### config.mk
export PLATFORM = sky130hd
export DESIGN_NAME = noc_vc_merge_flat
export DESIGN_NICKNAME = d
export VERILOG_FILES = /design/src/rtl/noc_vc_merge_if.sv /design/src/rtl/noc_vc_merge.sv /design/src/flat_wrapper.sv
export SDC_FILE = /design/constraint.sdc
export NUM_CORES = 1
export LEC_CHECK = 0
export ABC_AREA = 1
export BUFFER_PORTS_ARGS = -buffer_cell sky130_fd_sc_hd__clkbuf_2
export CORE_ASPECT_RATIO = 0.7
export CORE_MARGIN = 1
export CORE_UTILIZATION = 25
export CTS_CLUSTER_DIAMETER = 150
export DETAILED_ROUTE_END_ITERATION = 7
export PLACE_DENSITY = 0.36
export REMOVE_ABC_BUFFERS = 1
export SYNTH_ARGS = -nofsm -noshare
export SYNTH_HDL_FRONTEND = slang
export SYNTH_SLANG_ARGS = --single-unit
### constraint.sdc
create_clock -name noc_clk -period 3.3 [get_ports noc_clk]
set_input_delay 0 -clock noc_clk [delete_from_list [all_inputs] [get_ports noc_clk]]
set_output_delay 0 -clock noc_clk [all_outputs]
set_load 0.01 [all_outputs]
### src/rtl/noc_vc_merge_if.sv
// Flit handshake bundle shared by the two VC receive channels and the outgoing link.
// The master drives valid/flit/flags; the slave answers with ready.
interface noc_vc_merge_if #(
  parameter int DATA_WIDTH = 32
);
  logic                  valid;
  logic                  ready;
  logic [DATA_WIDTH-1:0] flit;
  logic                  is_header;
  logic                  is_tail;

  modport master (
    output valid,
    output flit,
    output is_header,
    output is_tail,
    input  ready
  );

  modport slave (
    input  valid,
    input  flit,
    input  is_header,
    input  is_tail,
    output ready
  );
endinterface

### src/rtl/noc_vc_merge.sv
// Two-VC transmit merge: per-VC flit FIFOs feeding one physical link through a
// packet-atomic round-robin arbiter that stays locked to a VC until its tail leaves.
module noc_vc_merge #(
  parameter int DATA_WIDTH = 32,
  parameter int FIFO_DEPTH = 4
) (
  input  logic           noc_clk,
  input  logic           noc_rst_n,
  noc_vc_merge_if.slave  Noc_channel0_receive,
  noc_vc_merge_if.slave  Noc_channel1_receive,
  output logic           Noc_channel0_VCready,
  output logic           Noc_channel1_VCready,
  noc_vc_merge_if.master Noc_sender,
  output logic           Noc_sender_vc_id,
  output logic           Noc_merge_err
);

  localparam int PTR_W = $clog2(FIFO_DEPTH);
  localparam int CNT_W = PTR_W + 1;
  localparam int EW    = DATA_WIDTH + 2;   // {is_header, is_tail, flit}

  localparam logic [PTR_W-1:0] PTR_ONE = PTR_W'(1);
  localparam logic [CNT_W-1:0] CNT_ONE = CNT_W'(1);
  localparam logic [CNT_W-1:0] CNT_MAX = CNT_W'(FIFO_DEPTH);

  typedef enum logic {
    S_IDLE,
    S_BUSY
  } state_t;

  // Registered state
  logic [EW-1:0]    r_mem    [2][FIFO_DEPTH];
  logic [PTR_W-1:0] r_wr_ptr [2];
  logic [PTR_W-1:0] r_rd_ptr [2];
  logic [CNT_W-1:0] r_count  [2];
  state_t           r_state;
  logic             r_lock_vc;
  logic             r_last_grant;
  logic             r_err;

  // Combinational nets
  logic [1:0]    w_in_valid;
  logic [EW-1:0] w_in_entry [2];
  logic [1:0]    w_in_ready;
  logic [1:0]    w_push;
  logic [1:0]    w_pop;
  logic [1:0]    w_nempty;
  logic [EW-1:0] w_head     [2];
  logic [1:0]    w_head_tail;
  logic [1:0]    w_cand;
  logic [1:0]    w_bad;
  logic          w_grant_valid;
  logic          w_grant_vc;
  logic          w_out_valid;
  logic          w_out_fire;
  logic [EW-1:0] w_out_entry;

  assign w_in_valid[0] = Noc_channel0_receive.valid;
  assign w_in_valid[1] = Noc_channel1_receive.valid;
  assign w_in_entry[0] = {Noc_channel0_receive.is_header,
                          Noc_channel0_receive.is_tail,
                          Noc_channel0_receive.flit};
  assign w_in_entry[1] = {Noc_channel1_receive.is_header,
                          Noc_channel1_receive.is_tail,
                          Noc_channel1_receive.flit};

  assign Noc_channel0_receive.ready = w_in_ready[0];
  assign Noc_channel1_receive.ready = w_in_ready[1];
  assign Noc_channel0_VCready       = ~w_nempty[0];
  assign Noc_channel1_VCready       = ~w_nempty[1];

  // Per-VC FIFO status and arbitration candidates. Ready depends only on the
  // registered count, so a full FIFO refuses input even when it is popped.
  always_comb begin
    for (int i = 0; i < 2; i++) begin
      w_in_ready[i]  = (r_count[i] != CNT_MAX);
      w_push[i]      = w_in_valid[i] & w_in_ready[i];
      w_nempty[i]    = (r_count[i] != '0);
      w_head[i]      = r_mem[i][r_rd_ptr[i]];
      w_head_tail[i] = w_head[i][EW-2];
      w_cand[i]      = (r_state == S_IDLE) & w_nempty[i] &  w_head[i][EW-1];
      w_bad[i]       = (r_state == S_IDLE) & w_nempty[i] & ~w_head[i][EW-1];
    end
  end

  // With both VCs contending, the one that did not own the last packet wins.
  assign w_grant_valid = |w_cand;
  assign w_grant_vc    = (&w_cand) ? ~r_last_grant : w_cand[1];

  assign w_out_valid = (r_state == S_BUSY) & w_nempty[r_lock_vc];
  assign w_out_fire  = w_out_valid & Noc_sender.ready;

  // Pops: the locked VC on a link handshake while busy; while idle, one stray
  // non-header head is discarded per cycle, VC0 first.
  always_comb begin
    // NOTE: default every combinational output first so no path leaves it unassigned (no latch).
    w_pop = '0;
    if (r_state == S_BUSY) begin
      w_pop[r_lock_vc] = w_out_fire;
    end else if (w_bad[0]) begin
      w_pop[0] = 1'b1;
    end else if (w_bad[1]) begin
      w_pop[1] = 1'b1;
    end
  end

  // NOTE: flit storage carries no reset; r_count gates every read, so stale entries are never seen.
  always_ff @(posedge noc_clk) begin
    for (int i = 0; i < 2; i++) begin
      if (w_push[i]) begin
        r_mem[i][r_wr_ptr[i]] <= w_in_entry[i];
      end
    end
  end

  // NOTE: sequential state uses non-blocking assignments so every register samples pre-edge values.
  always_ff @(posedge noc_clk or negedge noc_rst_n) begin
    if (!noc_rst_n) begin
      for (int i = 0; i < 2; i++) begin
        r_wr_ptr[i] <= '0;
        r_rd_ptr[i] <= '0;
        r_count[i]  <= '0;
      end
    end else begin
      for (int i = 0; i < 2; i++) begin
        if (w_push[i]) begin
          r_wr_ptr[i] <= r_wr_ptr[i] + PTR_ONE;
        end
        if (w_pop[i]) begin
          r_rd_ptr[i] <= r_rd_ptr[i] + PTR_ONE;
        end
        case ({w_push[i], w_pop[i]})
          2'b10:   r_count[i] <= r_count[i] + CNT_ONE;
          2'b01:   r_count[i] <= r_count[i] - CNT_ONE;
          default: r_count[i] <= r_count[i];
        endcase
      end
    end
  end

  // Link ownership: lock on grant, release after the tail flit handshakes.
  always_ff @(posedge noc_clk or negedge noc_rst_n) begin
    if (!noc_rst_n) begin
      r_state      <= S_IDLE;
      r_lock_vc    <= 1'b0;
      r_last_grant <= 1'b1;
      r_err        <= 1'b0;
    end else begin
      if (|w_bad) begin
        r_err <= 1'b1;
      end
      case (r_state)
        S_IDLE: begin
          if (w_grant_valid) begin
            r_lock_vc <= w_grant_vc;
            r_state   <= S_BUSY;
          end
        end
        S_BUSY: begin
          if (w_out_fire && w_head_tail[r_lock_vc]) begin
            r_last_grant <= r_lock_vc;
            r_state      <= S_IDLE;
          end
        end
        default: r_state <= S_IDLE;
      endcase
    end
  end

  // Sender fields are forced to zero whenever no flit is offered.
  assign w_out_entry          = w_out_valid ? w_head[r_lock_vc] : '0;
  assign Noc_sender.valid     = w_out_valid;
  assign Noc_sender.is_header = w_out_entry[EW-1];
  assign Noc_sender.is_tail   = w_out_entry[EW-2];
  assign Noc_sender.flit      = w_out_entry[DATA_WIDTH-1:0];
  assign Noc_sender_vc_id     = (r_state == S_BUSY) & r_lock_vc;
  assign Noc_merge_err        = r_err;

endmodule

### src/flat_wrapper.sv
// flat-port wrapper written by rule: the top's interface ports become plain ports
module noc_vc_merge_flat 
#(
  parameter int DATA_WIDTH = 32,
  parameter int FIFO_DEPTH = 4
)
  (noc_clk, noc_rst_n, Noc_channel0_VCready, Noc_channel1_VCready, Noc_sender_vc_id, Noc_merge_err, Noc_channel0_receive_valid, Noc_channel0_receive_flit, Noc_channel0_receive_is_header, Noc_channel0_receive_is_tail, Noc_channel0_receive_ready, Noc_channel1_receive_valid, Noc_channel1_receive_flit, Noc_channel1_receive_is_header, Noc_channel1_receive_is_tail, Noc_channel1_receive_ready, Noc_sender_valid, Noc_sender_flit, Noc_sender_is_header, Noc_sender_is_tail, Noc_sender_ready);
  noc_vc_merge_if #(.DATA_WIDTH(DATA_WIDTH)) Noc_channel0_receive_i ();
  noc_vc_merge_if #(.DATA_WIDTH(DATA_WIDTH)) Noc_channel1_receive_i ();
  noc_vc_merge_if #(.DATA_WIDTH(DATA_WIDTH)) Noc_sender_i ();
  input  logic noc_clk;
  input  logic noc_rst_n;
  output logic Noc_channel0_VCready;
  output logic Noc_channel1_VCready;
  output logic Noc_sender_vc_id;
  output logic Noc_merge_err;
  input wire logic [$bits(Noc_channel0_receive_i.valid)-1:0] Noc_channel0_receive_valid;
  input wire logic [$bits(Noc_channel0_receive_i.flit)-1:0] Noc_channel0_receive_flit;
  input wire logic [$bits(Noc_channel0_receive_i.is_header)-1:0] Noc_channel0_receive_is_header;
  input wire logic [$bits(Noc_channel0_receive_i.is_tail)-1:0] Noc_channel0_receive_is_tail;
  output wire logic [$bits(Noc_channel0_receive_i.ready)-1:0] Noc_channel0_receive_ready;
  input wire logic [$bits(Noc_channel1_receive_i.valid)-1:0] Noc_channel1_receive_valid;
  input wire logic [$bits(Noc_channel1_receive_i.flit)-1:0] Noc_channel1_receive_flit;
  input wire logic [$bits(Noc_channel1_receive_i.is_header)-1:0] Noc_channel1_receive_is_header;
  input wire logic [$bits(Noc_channel1_receive_i.is_tail)-1:0] Noc_channel1_receive_is_tail;
  output wire logic [$bits(Noc_channel1_receive_i.ready)-1:0] Noc_channel1_receive_ready;
  output wire logic [$bits(Noc_sender_i.valid)-1:0] Noc_sender_valid;
  output wire logic [$bits(Noc_sender_i.flit)-1:0] Noc_sender_flit;
  output wire logic [$bits(Noc_sender_i.is_header)-1:0] Noc_sender_is_header;
  output wire logic [$bits(Noc_sender_i.is_tail)-1:0] Noc_sender_is_tail;
  input wire logic [$bits(Noc_sender_i.ready)-1:0] Noc_sender_ready;
  assign Noc_channel0_receive_i.valid = Noc_channel0_receive_valid;
  assign Noc_channel0_receive_i.flit = Noc_channel0_receive_flit;
  assign Noc_channel0_receive_i.is_header = Noc_channel0_receive_is_header;
  assign Noc_channel0_receive_i.is_tail = Noc_channel0_receive_is_tail;
  assign Noc_channel0_receive_ready = Noc_channel0_receive_i.ready;
  assign Noc_channel1_receive_i.valid = Noc_channel1_receive_valid;
  assign Noc_channel1_receive_i.flit = Noc_channel1_receive_flit;
  assign Noc_channel1_receive_i.is_header = Noc_channel1_receive_is_header;
  assign Noc_channel1_receive_i.is_tail = Noc_channel1_receive_is_tail;
  assign Noc_channel1_receive_ready = Noc_channel1_receive_i.ready;
  assign Noc_sender_valid = Noc_sender_i.valid;
  assign Noc_sender_flit = Noc_sender_i.flit;
  assign Noc_sender_is_header = Noc_sender_i.is_header;
  assign Noc_sender_is_tail = Noc_sender_i.is_tail;
  assign Noc_sender_i.ready = Noc_sender_ready;
  noc_vc_merge #(.DATA_WIDTH(DATA_WIDTH), .FIFO_DEPTH(FIFO_DEPTH)) u_core (.noc_clk(noc_clk), .noc_rst_n(noc_rst_n), .Noc_channel0_receive(Noc_channel0_receive_i), .Noc_channel1_receive(Noc_channel1_receive_i), .Noc_channel0_VCready(Noc_channel0_VCready), .Noc_channel1_VCready(Noc_channel1_VCready), .Noc_sender(Noc_sender_i), .Noc_sender_vc_id(Noc_sender_vc_id), .Noc_merge_err(Noc_merge_err));
endmodule
==> metrics.md <==
| Metric | Value |
|---|---|
| Cells after Synth | 978 |
| Post-synthesis sequential area ratio | 71.65% |
| Worst-path clk slew | 60 ps |
| Largest net degree at the start of global routing | 69 |
| PnR Total Power | 13.95 mW |
| Hold WC Path Type | in -> reg |
| Leak Pwr | 5.500 nW |
| Final GP Congestion | 0.7246 |
| Drt pass-1 iters | 6 |
| Num CTS Buffers | 30 |
| Max Slew Vio Count | 0 |
| Synthesis warning total | 0 |
| Clk Latency, worst-skew pair | 580 ps |
| Post-DR wirelength/cell | 18.94 um |
| Async SR Flop Fraction | 6.207% |
| First-pass GRT wire length | 51.68 mm |
| # DRC | 0 |
| Clock sink count | 290 |
| Max Clk Rate | 0.3763 GHz |
| Initial antenna violation count | 3 |
| Total Wirelength | 34.06 mm |
| Top FF cell, synth | edfxtp_1 |
| Layout cells sized above 1 | 19.76% |
| Vias in the first global route | 7,982 |
| Rows | 66 |
| Avg Inst Size Synth | 12.30 um^2 |
| Area delta synth->final | 24.09% |
| Final Skew | 32.51 ps |
| Synth top area cells | edfxtp_1 (68%), nand2_1 (7.7%), nand3_1 (5.0%) |
| Yosys top cell area share | 67.89% |
| Crit Path Class | reg -> out |
| Crit share post-route | 80.53% |
| Initial Utilization | 25.60% |
| # setup viols final | 0 |
| Critical Path Fanout Max | 67 |
| Full die area | 0.04902 mm^2 |
| Setup crit end kind | primary output |
| Final Critical Period | 2657 ps |
| TritonCTS clock tree | built |
| Peak supply drop | 0.3794 mV |
| CTS root buf | clkbuf_16 |
| Critical path launch point type | flop |
| Fillers | 4,763 |
| Final hold violation count | 0 |
| RSZ-0062 raised after global routing | false |
| Slew HR | 39.54% |
| Synth cell types | 28 |
| Via Count | 7,694 |
| DRT iter0 DRCs | 478 |
| Most common cell after layout, fill and taps aside | edfxtp_1 |
| Boundary pin count | 114 |
| Die H | 185.5 um |
| Final core occ | 31.77% |
| Status | complete, no violations |
| GRT Overall Usage | 14.08% |
| FF+latch count, synth | 290 |
| PwrDens | 934.7 mW/mm^2 |
| Vias per cell | 4.279 |
| Most frequent cells in the layout | edfxtp_1 (272), nand2_1 (247), nand3_1 (120), clkbuf_2 (113) |
| Congestion Overflow GR | 0 |
| Antenna-violating nets left | 0 |
| Max Cap Violations | 0 |
| Longest Clk Path Bufs | 3 |
| # H-tree levels | 1 |
| Critical Path RT | 3300 ps |
| Slew @ Worst Pin | 903.9 ps |
| Core Area | 0.04699 mm^2 |
| Crit path DAT | 2660 ps |
| Die span in x | 264.2 um |
| Cell Area, Synth | 0.01203 mm^2 |
| Fin nets | 1,245 |
| Port Buf Inserts | 113 |
| Hpwl dp | 19.22 mm |
| EDFF count, synth | 272 |
| Area leader, netlist | edfxtp_1 |
| Setup Buffers After CTS | 0 |
## sequential cells by signal, summed over array words and instances, names as in the netlist
register,count
u_core.Noc_merge_err,1
u_core.r_count,6
u_core.r_last_grant,1
u_core.r_lock_vc,1
u_core.r_mem,272
u_core.r_rd_ptr,4
u_core.r_state,1
u_core.r_wr_ptr,4
## cell families after synthesis
| kind of cell | Yosys count | synth area share (%) |
|---|---|---|
| and+or+nand+nor | 473 | 17.87 |
| DFF | 290 | 71.65 |
| AOI/OAI and AO/OA | 105 | 4.389 |
| buffers and inverters | 90 | 4.139 |
| adders and majority gates | 12 | 1.373 |
| xor gates and xnor gates | 8 | 0.5824 |
## where the power goes
part / switching (mW) / internal, mW / total, mW
clock network: 1.46 / 2.00 / 3.46
logic: 3.77 / 1.60 / 5.37
registers: 0.243 / 4.88 / 5.12
## synthesized netlist by cell type, types with 2 or more instances
library cell and count:
xnor2_1 2, buf_4 11, inv_2 7, nor3_1 3
inv_4 4, nand2_2 4, nor2_1 65, inv_1 24
buf_2 21, edfxtp_1 272, dfrtp_1 17, buf_1 3
buf_6 11, xor2_1 6, o21ai_0 32, nand3_1 120
nor3_2 29, fa_1 2, ha_1 10, clkbuf_1 8
a21oi_1 72, nand3_2 3, nand2_1 247
## through the flow
stage          hold WS [ps]  setup slack [ps]  TNS, ps  std cells  cell area, um^2
6_report              73.52             642.6        0       1798            14930
5_1_grt               112.0             414.8        0       1798            14930
4_1_cts               67.74             564.3        0       1796            14920
3_5_place_dp          18.06              1032        0       1668            13210
3_3_place_gp          13.24              1046        0       1668            13210
2_1_floorplan        -295.6            -182.6   -224.0        924            11680
## what timing repair did
action	CTS	global route
gates resized for setup	0	0
hold buffers	72	0
endpoints found under the hold margin	296	0
## metal layers
layer	routed length (um)	vias up	track usage, %	part of all wire (%)
met1	16710	3731	19.46	49
li1	-	3795	-	-
met4	607	2	2.791	1.8
met2	15580	121	23.27	46
met3	1149	45	2.381	3.4
met5	12	-	0	0.035
## critical path: stages, from the launching register on
cell	delay, ps
dfrtp_2	520
inv_4	90
buf_4	610
nand2_1	100
nand3_1	100
a21oi_1	80
nor3_2	320
clkbuf_2	200
## layout make-up
type	instances	area, um^2	area share, %
Antenna cell	2	5.005	0.03353
Clock buffer	38	790.8	5.297
Clock inverter	18	197.7	1.324
Inverter	36	145.1	0.9723
Multi-Input combinational cell	598	2973	19.91
Sequential cell	290	8622	57.76
Tap cell	612	765.7	5.129
Timing Repair Buffer	204	1429	9.572
## final timing paths
kind,startpoint,endpoint,slack [ps],cells past startpoint
max in group asynchronous,noc_rst_n,u_core.r_rd_ptr[0]$_DFFE_PN0P_,1460,4
hold reg to reg,u_core.r_last_grant$_DFFE_PN1P_,u_core.r_last_grant$_DFFE_PN1P_,470,2
setup / recovery,u_core.r_rd_ptr[0]$_DFFE_PN0P_,Noc_sender_flit[29],640,7
setup reg to reg,u_core.r_rd_ptr[0]$_DFFE_PN0P_,u_core.r_count[2]$_DFFE_PN0P_,1030,13
min in group asynchronous,noc_rst_n,u_core.r_last_grant$_DFFE_PN1P_,470,3
hold / removal,Noc_channel1_receive_valid,u_core.r_wr_ptr[0]$_DFFE_PN0P_,70,3
(Power assumes the default switching activity.)
